## config.mk

```make
export PLATFORM = sky130hd
export DESIGN_NAME = controlador_aviso
export DESIGN_NICKNAME = d
export VERILOG_FILES = /design/src/rtl/controlador_aviso.sv
export SDC_FILE = /design/constraint.sdc
export NUM_CORES = 1
export LEC_CHECK = 0
export ABC_CLOCK_PERIOD_IN_PS = 1530
export CAP_MARGIN = 20
export CORE_ASPECT_RATIO = 1.4
export CORE_MARGIN = 2
export CORE_UTILIZATION = 30
export CTS_BUF_LIST = sky130_fd_sc_hd__clkbuf_8 sky130_fd_sc_hd__clkbuf_16
export CTS_CLUSTER_SIZE = 20
export DETAILED_ROUTE_END_ITERATION = 10
export HOLD_SLACK_MARGIN = 0.08
export SYNTH_ARGS = -nofsm -noshare
export SYNTH_HDL_FRONTEND = slang
export SYNTH_SLANG_ARGS = --single-unit
```

## constraint.sdc

```tcl
create_clock -name clk -period 1.53 [get_ports clk]
set_input_delay 0.306 -clock clk [delete_from_list [all_inputs] [get_ports clk]]
set_output_delay 0.306 -clock clk [all_outputs]
set_load 0.02 [all_outputs]
```

## src/rtl/controlador_aviso.sv

```systemverilog
// rtl/controlador_aviso.sv - seat-belt warning controller: confirm, blink lamp, timed buzzer bursts.
// Optional macro AVISO_REPETE_EN: buzzer repeats after a silent pause while the warning persists.
module controlador_aviso #(
  parameter int CONFIRMA_CICLOS = 4,
  parameter int MEIO_PERIODO    = 5,
  parameter int BUZZER_CICLOS   = 20,
  parameter int PAUSA_CICLOS    = 40
) (
  input  logic       clk,
  input  logic       rst,
  input  logic       alerta,
  output logic       lampada,
  output logic       buzzer,
  output logic [1:0] estado,
  output logic [7:0] contagem_alertas
);

  typedef enum logic [1:0] {
    OCIOSO   = 2'b00,
    CONFIRMA = 2'b01,
    ALERTA   = 2'b10,
    SILENCIO = 2'b11
  } estado_t;

  localparam int CW = $clog2(CONFIRMA_CICLOS + 1);
  localparam int PW = $clog2(MEIO_PERIODO + 1);
`ifdef AVISO_REPETE_EN
  localparam int TMAX = (BUZZER_CICLOS > PAUSA_CICLOS) ? BUZZER_CICLOS : PAUSA_CICLOS;
`else
  localparam int TMAX = BUZZER_CICLOS;
`endif
  localparam int TW = $clog2(TMAX + 1);

  localparam logic [CW-1:0] CONF_ULTIMO  = CW'(CONFIRMA_CICLOS - 1);
  localparam logic [PW-1:0] PISCA_ULTIMO = PW'(MEIO_PERIODO - 1);
  localparam logic [TW-1:0] BUZ_ULTIMO   = TW'(BUZZER_CICLOS - 1);
`ifdef AVISO_REPETE_EN
  localparam logic [TW-1:0] PAUSA_ULTIMO = TW'(PAUSA_CICLOS - 1);
`endif

  // Every timing parameter must describe at least one cycle.
  if (CONFIRMA_CICLOS < 1 || MEIO_PERIODO < 1 || BUZZER_CICLOS < 1 || PAUSA_CICLOS < 1) begin : g_param_invalido
    $error("controlador_aviso: timing parameters must be >= 1");
  end

  estado_t       st;
  logic [CW-1:0] conf_cnt;
  logic [PW-1:0] pisca_cnt;
  logic [TW-1:0] tempo;

  assign estado = st;

  always_ff @(posedge clk) begin
    if (rst) begin
      st               <= OCIOSO;
      conf_cnt         <= '0;
      pisca_cnt        <= '0;
      tempo            <= '0;
      lampada          <= 1'b0;
      buzzer           <= 1'b0;
      contagem_alertas <= 8'd0;
    end else begin
      unique case (st)
        OCIOSO, CONFIRMA: begin
          // conf_cnt is zero in OCIOSO, so one compare covers both states.
          if (!alerta) begin
            st       <= OCIOSO;
            conf_cnt <= '0;
          end else if (conf_cnt == CONF_ULTIMO) begin
            st        <= ALERTA;
            conf_cnt  <= '0;
            pisca_cnt <= '0;
            tempo     <= '0;
            lampada   <= 1'b1;
            buzzer    <= 1'b1;
            if (contagem_alertas != 8'hFF)
              contagem_alertas <= contagem_alertas + 8'd1;
          end else begin
            st       <= CONFIRMA;
            conf_cnt <= conf_cnt + 1'b1;
          end
        end

        ALERTA, SILENCIO: begin
          if (!alerta) begin
            st        <= OCIOSO;
            pisca_cnt <= '0;
            tempo     <= '0;
            lampada   <= 1'b0;
            buzzer    <= 1'b0;
          end else begin
            // Blink phase runs untouched across ALERTA<->SILENCIO.
            if (pisca_cnt == PISCA_ULTIMO) begin
              pisca_cnt <= '0;
              lampada   <= ~lampada;
            end else begin
              pisca_cnt <= pisca_cnt + 1'b1;
            end

            if (st == ALERTA) begin
              if (tempo == BUZ_ULTIMO) begin
                st     <= SILENCIO;
                buzzer <= 1'b0;
                tempo  <= '0;
              end else begin
                tempo <= tempo + 1'b1;
              end
            end else begin
`ifdef AVISO_REPETE_EN
              if (tempo == PAUSA_ULTIMO) begin
                st     <= ALERTA;
                buzzer <= 1'b1;
                tempo  <= '0;
              end else begin
                tempo <= tempo + 1'b1;
              end
`else
              tempo <= '0;
`endif
            end
          end
        end
      endcase
    end
  end

endmodule

```

==> impl_metrics.yaml, run 1 <==
floorplan:
  rows: 26
  ioPinCount: 15
  die_area_um2: 4440
  coreArea_um2: 3710
  start_util: 0.317
  fp.dieH_um: 78.0
  dieWidth_um: 56.9
place:
  pre_cts_ws_ns: -0.255
  port_buffers: 14
  placedInstanceArea_um2: 1460
  dp_hpwl_um: 1930
  place_congestion: 0.832
finish:
  final_core_util: 0.413
  n_antenna_cell: 0
  fillers: 386
  nets: 168
  drive_gt1_frac: 0.208
  final_area_um2: 1530
  syn2layout_area_growth_pct: 30.5
  final_common_cell: "dfxtp_1"
  final_cell_mix: "21 x dfxtp_1, 17 x nor2_1, 14 x buf_4"
setup_path:
  critPathKind: "reg -> reg"
  crit_fanout: 3
  endpoint_kind: "flip-flop"
  reg2reg_from: "conf_cnt[0]"
  critPathRequiredTime_ns: 1.69
  r2r_cells: 5
  start_kind: "flip-flop"
  rrSetupSlack_ns: 0.09
  arrival_ns: 1.59
  cp-startpoint: "conf_cnt[0]"
  reg2reg_to: "contagem_alertas[6]"
detailed_routing:
  vias: 1031
  ant_nets: 0
  firstDrtPassIters: 4
  viasPerCell: 5.13
  routed_wl_um: 2560
  detail_route.wl_per_cell_um: 12.7
  drc: 0
  drt_iter0_drc: 27
clock_network:
  postCtsSetupBuffers: 0
  clk-insertion-delay-late_ns: 0.26
  cts_buffers: 3
  clock-root-buffer: "clkbuf_8"
  cts.sinks: 23
  cts_tree: "built"
  path_clk_slew_ns: 0.09
  clock_path_buffers: 2
  htreeDepth: 1
logic_synthesis:
  synth_warnings: 0
  synth_top_flop_cell: "dfxtp_1"
  synth_cell_types: 37
  synth_seq_cells: 23
  synth_nets: 139
  postSynthCellCount: 131
  async_flop_share: 0
  ys_seq_area_frac: 0.392
  synth_area_um2: 1170
  synth_edf_count: 0
  synth_area_per_cell_um2: 8.97
timing:
  slew_headroom: 0.782
  fin_crit_sh: 0.938
  finalSetupViolCount: 0
  fmax_ghz: 0.697
  worst_slack_ns: 0.0949
  min_period_ns: 1.44
  hold_violations: 0
  tightestPinTransition_ns: 0.326
  maxSlewViolCount: 0
  finClkSkew_ns: 0.00275
pwr:
  finalPower_w: 0.00105
  power.density_nw_per_um2: 688
  p_leak_nw: 0.603
  ir_worst_vdd_v: 0.000500
worst_hold_path:
  holdPathEnd: "conf_cnt[1]"
  min_path_type: "reg -> reg"
  min_from: "conf_cnt[1]"
  hold_depth: 2
grt:
  grt_overflow: 0
  grt_pass1_vias: 1004
  grt_first_pass_wirelength_um: 4200
  grt_use_total: 0.117
  grt_start_max_net_pins: 14
  grt_antenna_before_repair: 0
flow_run:
  cap_violations: 0
run_status:
  outcome: "finished, final reports clean"
[synthesized netlist by cell type, types with 2 or more instances]
| cell type | instances | area (um^2) |
|---|---|---|
| xnor2_1 | 3 | 26.3 |
| inv_1 | 5 | 18.8 |
| and2_1 | 2 | 12.5 |
| ha_1 | 5 | 62.6 |
| mux2i_1 | 3 | 30.0 |
| nand2b_1 | 3 | 18.8 |
| nand2_1 | 8 | 30.0 |
| nand4b_1 | 2 | 17.5 |
| dfxtp_1 | 23 | 460 |
| a21oi_1 | 13 | 65.1 |
| nand3_1 | 7 | 35.0 |
| o21ai_1 | 5 | 25.0 |
| nor3_1 | 4 | 20.0 |
| nor2_1 | 17 | 63.8 |
| a211oi_1 | 3 | 22.5 |
| clkbuf_1 | 3 | 11.3 |
| o21ai_0 | 2 | 10.0 |
| nor3b_1 | 4 | 30.0 |
[routing by layer]
metal  vias to the layer above  global-route usage  share of wire
met1                       490               0.124           0.41
met4                         0              0.0488          0.017
met3                         4              0.0247          0.030
li1                        524                   -              -
met2                        13               0.216           0.54
met5                         -                   0              0
[cells by family (layout without fill, tap and decap cells)]
kind of cell,Yosys count,count (layout),share of synthesized area
buf+inv,9,37,0.0298
fa+ha+maj,5,5,0.0532
compound gates,27,27,0.152
mux,4,4,0.0351
xor+xnor,4,4,0.0298
flops,23,23,0.392
simple gates,59,59,0.308
[area by class of cell]
type | instances | area [um^2] | area share
Clock buffer | 3 | 41.3 | 0.0269
Clock inverter | 1 | 5.00 | 0.00327
Inverter | 5 | 18.8 | 0.0122
Multi-Input combinational cell | 99 | 718 | 0.469
Sequential cell | 23 | 463 | 0.302
Tap cell | 42 | 52.6 | 0.0343
Timing Repair Buffer | 28 | 234 | 0.153
[state kept, by name (all words and copies together), names as in the netlist]
name and cells:
lampada 1, tempo 5, pisca_cnt 3, buzzer 1, conf_cnt 3, estado 2
contagem_alertas 8
[stage by stage]
stage          TNS (ns)  std cells  hold WS, ns
6_report              0        201        0.476
5_1_grt         -0.0156        201        0.522
4_1_cts               0        201        0.483
3_5_place_dp      -2.43        197        0.470
3_3_place_gp      -1.95        197        0.455
2_1_floorplan         0        131        0.445
[timing repair]
item | 4_1_cts | 5_1_grt
hold buffers | 0 | 0
resized for setup | 11 | 9
endpoints found under the setup margin | 11 | 11
pin swaps | 0 | 1
[power breakdown]
group	internal, W	leakage (nW)	switching, W
sequential	0.000604	0.187	0.00000354
combinational	0.0000285	0.391	0.0000326
clock	0.000182	0.0255	0.000204
total	0.000814	0.603	0.000240
[critical path: stages, from the launching register on]
cell      delay, ns
dfxtp_2        0.34
ha_2           0.19
and4bb_1       0.24
nand4b_1       0.12
nor2_1         0.12
mux2_1         0.31
[worst max path at each step]
stage,slack (ns),endpoint
6_report,0.09,contagem_alertas[6]
5_1_grt,-0.02,contagem_alertas[3]
4_1_cts,0.001,contagem_alertas[7]
3_5_place_dp,-0.26,contagem_alertas[7]
3_3_place_gp,-0.21,contagem_alertas[7]
2_1_floorplan,0.01,contagem_alertas[6]
Note: power is estimated with default switching activity, not from simulation.
==> inputs of run 2 (changes only) <==
ABC_AREA = 1   (was default)
SKIP_LAST_GASP = 1   (was default)
==> run 2 against run 1 <==
Total power is 1.2% lower. Cell area is 0.16% higher. Sequential cell count stayed put. Highest routed layer unchanged. Cell count is 19% higher. Clock power is 5% lower. Count of clock-buffer cells in the layout stayed put. Non-clock buffer count is 1 lower. Critical path type unchanged. Synthesized cell count is 27% higher. Critical path depth is 1 higher. Worst hold slack worse by 0.016 ns. First-iteration DRC count stayed put. Largest cell class unchanged.
==> impl_metrics.yaml, run 2 <==
run_status:
  outcome: "finished, final reports clean"
clock_network:
  clock_path_buffers: 2
  clock-root-buffer: "clkbuf_8"
  postCtsSetupBuffers: 0
  cts_resized: 7
  path_clk_slew_ns: 0.08
  clk-insertion-delay-late_ns: 0.26
  cts_tree: "built"
  cts.sinks: 23
  cts_buffers: 3
  htreeDepth: 1
  hold_buffers: 0
setup_path:
  reg2reg_to: "contagem_alertas[6]"
  rrSetupSlack_ns: 0.20
  r2r_cells: 6
  arrival_ns: 1.49
  cp.buffers_inverters: 0
  crit_family: "simple AND/OR/NAND/NOR gates"
  cpPeakStageDelay_ns: 0.36
  start_kind: "flip-flop"
  crit_fanout: 5
  endpoint_kind: "flip-flop"
  critPathRequiredTime_ns: 1.69
  crit_path_top_delay_cell: "dfxtp_1"
  crit_chain: "ha_1 > nand3_2 > nor2_4 > nand3_1 > o21ai_0 > nor2_1"
  reg2reg_from: "conf_cnt[0]"
  critPathKind: "reg -> reg"
detailed_routing:
  routed_wl_um: 2410
  viasPerCell: 4.48
  ant_nets: 0
  drc: 0
  vias: 1071
  detail_route.wl_per_cell_um: 10.1
  firstDrtPassIters: 4
  drt_iter0_drc: 27
timing:
  min_period_ns: 1.33
  finalSetupViolCount: 0
  fmax_ghz: 0.750
  finClkSkew_ns: 0.00469
  maxSlewViolCount: 0
  hold_violations: 0
  rsz0062_at_grt: "no"
  slew_headroom: 0.830
  tightestPinTransition_ns: 0.255
  fin_crit_sh: 0.871
  tns_ns: 0
grt:
  grt_use_total: 0.115
  gr-usage-met1: 0.135
  grt_first_pass_wirelength_um: 4160
  grt_pass1_vias: 952
  grtUsageMet3: 0.0212
  grt_overflow: 0
  grt_use_met2: 0.201
  globalRoute.busiestLayer: "met2"
  grt_start_max_net_pins: 17
  grt_antenna_before_repair: 0
floorplan:
  dieWidth_um: 57.4
  coreArea_um2: 3880
  start_util: 0.308
  die_area_um2: 4520
  rows: 27
  ioPinCount: 15
  fp.dieH_um: 78.8
logic_synthesis:
  synth_warnings: 0
  ys_seq_area_frac: 0.385
  synth_top_area_cell: "dfxtp_1"
  synth_seq_cells: 23
  synth_area_um2: 1200
  synth_edf_count: 0
  synth_top_area_share: 0.385
  async_flop_share: 0
  synth_top_flop_cell: "dfxtp_1"
  postSynthCellCount: 167
  synth_common_cells: "44 x nand2_1, 23 x dfxtp_1, 22 x nor2_1"
  synth_cell_types: 26
  synth_nets: 175
  synth.area.top_cells: "dfxtp_1 38%, nand2_1 14%, nor2_1 6.9%"
  synth_area_per_cell_um2: 7.17
  synth.most_common_cell: "nand2_1"
finish:
  nets: 205
  top_register: "contagem_alertas"
  fin_cells: 239
  reg_top3: "contagem_alertas: 8 flops, tempo: 5 flops"
  final_common_cell: "nand2_1"
  n_antenna_cell: 0
  fillers: 407
  drive_gt1_frac: 0.163
  final_area_um2: 1540
  final_cell_mix: "44 x nand2_1, 23 x dfxtp_1, 22 x nor2_1"
  syn2layout_area_growth_pct: 28.2
  largest_reg_flops: 8
worst_hold_path:
  min_path_type: "reg -> reg"
  min_from: "conf_cnt[2]"
  holdPathEnd: "conf_cnt[2]"
  hold_depth: 2
pwr:
  power.density_nw_per_um2: 679
  seq_power_share: 0.585
  combPwrFrac: 0.062
  switching_share: 0.220
  p_leak_nw: 0.714
  clkPwrFrac: 0.353
  intPower_w: 0.000813
  ir_worst_vdd_v: 0.000324
  p_sw_w: 0.000229
  finalPower_w: 0.00104
place:
  place_congestion: 0.797
  port_buffers: 14
  dp_cells: 235
  dp_hpwl_um: 1890
  placedInstanceArea_um2: 1490
flow_run:
  cap_violations: 0
## run 2: cell families after synthesis
family / Yosys count / synth area share
buf+inv: 21 / 0.0752
xor+xnor: 5 / 0.0366
flops: 23 / 0.385
simple gates: 90 / 0.345
fa+ha+maj: 5 / 0.0522
compound gates: 23 / 0.107
## run 2: worst register-to-register path, cell delays in order (launching register included)
cell,delay [ns]
dfxtp_1,0.36
ha_1,0.21
nand3_2,0.14
nor2_4,0.17
nand3_1,0.13
o21ai_0,0.17
nor2_1,0.06
## run 2: cell type report
cell class / instances / area, um^2 / share of cell area
Tap cell: 43 / 53.8 / 0.0350
Clock buffer: 3 / 41.3 / 0.0269
Inverter: 19 / 75.1 / 0.0489
Sequential cell: 23 / 460 / 0.300
Timing Repair Buffer: 27 / 254 / 0.165
Clock inverter: 1 / 3.75 / 0.00244
Multi-Input combinational cell: 123 / 647 / 0.421
## run 2: stage by stage
step / util / setup WS, ns / hold WS (ns)
floorplan: - / 0.147 / 0.428
global placement: 0.383 / -0.0226 / 0.442
detailed placement: 0.383 / -0.0599 / 0.449
CTS: 0.392 / 0.00781 / 0.463
global route: 0.395 / 0.0610 / 0.486
finish: 0.395 / 0.197 / 0.460
## run 2: per-layer routing
| layer | part of all wire | vias up |
|---|---|---|
| met5 | 0 | - |
| met3 | 0.030 | 2 |
| met2 | 0.52 | 10 |
| met1 | 0.44 | 470 |
| met4 | 0.012 | 0 |
| li1 | - | 589 |
## run 2: how the worst max path moves through the flow
| stage | startpoint | end | slack, ns | cells past startpoint |
|---|---|---|---|---|
| after global placement | alerta | contagem_alertas[6] | -0.02 | 6 |
| after detailed placement | alerta | contagem_alertas[6] | -0.06 | 6 |
| after CTS | contagem_alertas[5] | contagem_alertas[5] | 0.008 | 1 |
| after global routing | conf_cnt[0] | contagem_alertas[6] | 0.06 | 6 |
| after floorplan | contagem_alertas[1] | contagem_alertas[4] | 0.15 | 8 |
| final | conf_cnt[0] | contagem_alertas[6] | 0.20 | 6 |
## run 2: power by group through the flow
| stage | sequential (W) | combinational, W | clock, W |
|---|---|---|---|
| floorplan | 0.000629 | 0.0000316 | 0 |
| global placement | 0.000624 | 0.0000660 | 0 |
| detailed placement | 0.000624 | 0.0000661 | 0 |
| CTS | 0.000610 | 0.0000655 | 0.000388 |
| global route | 0.000611 | 0.0000708 | 0.000414 |
| finish | 0.000610 | 0.0000643 | 0.000368 |
==> inputs of run 3 (changes only) <==
SLEW_MARGIN = 40   (was default)
==> results of run 3 <==
Same layout as run 2: the final DEF is identical, and so are final timing and power.
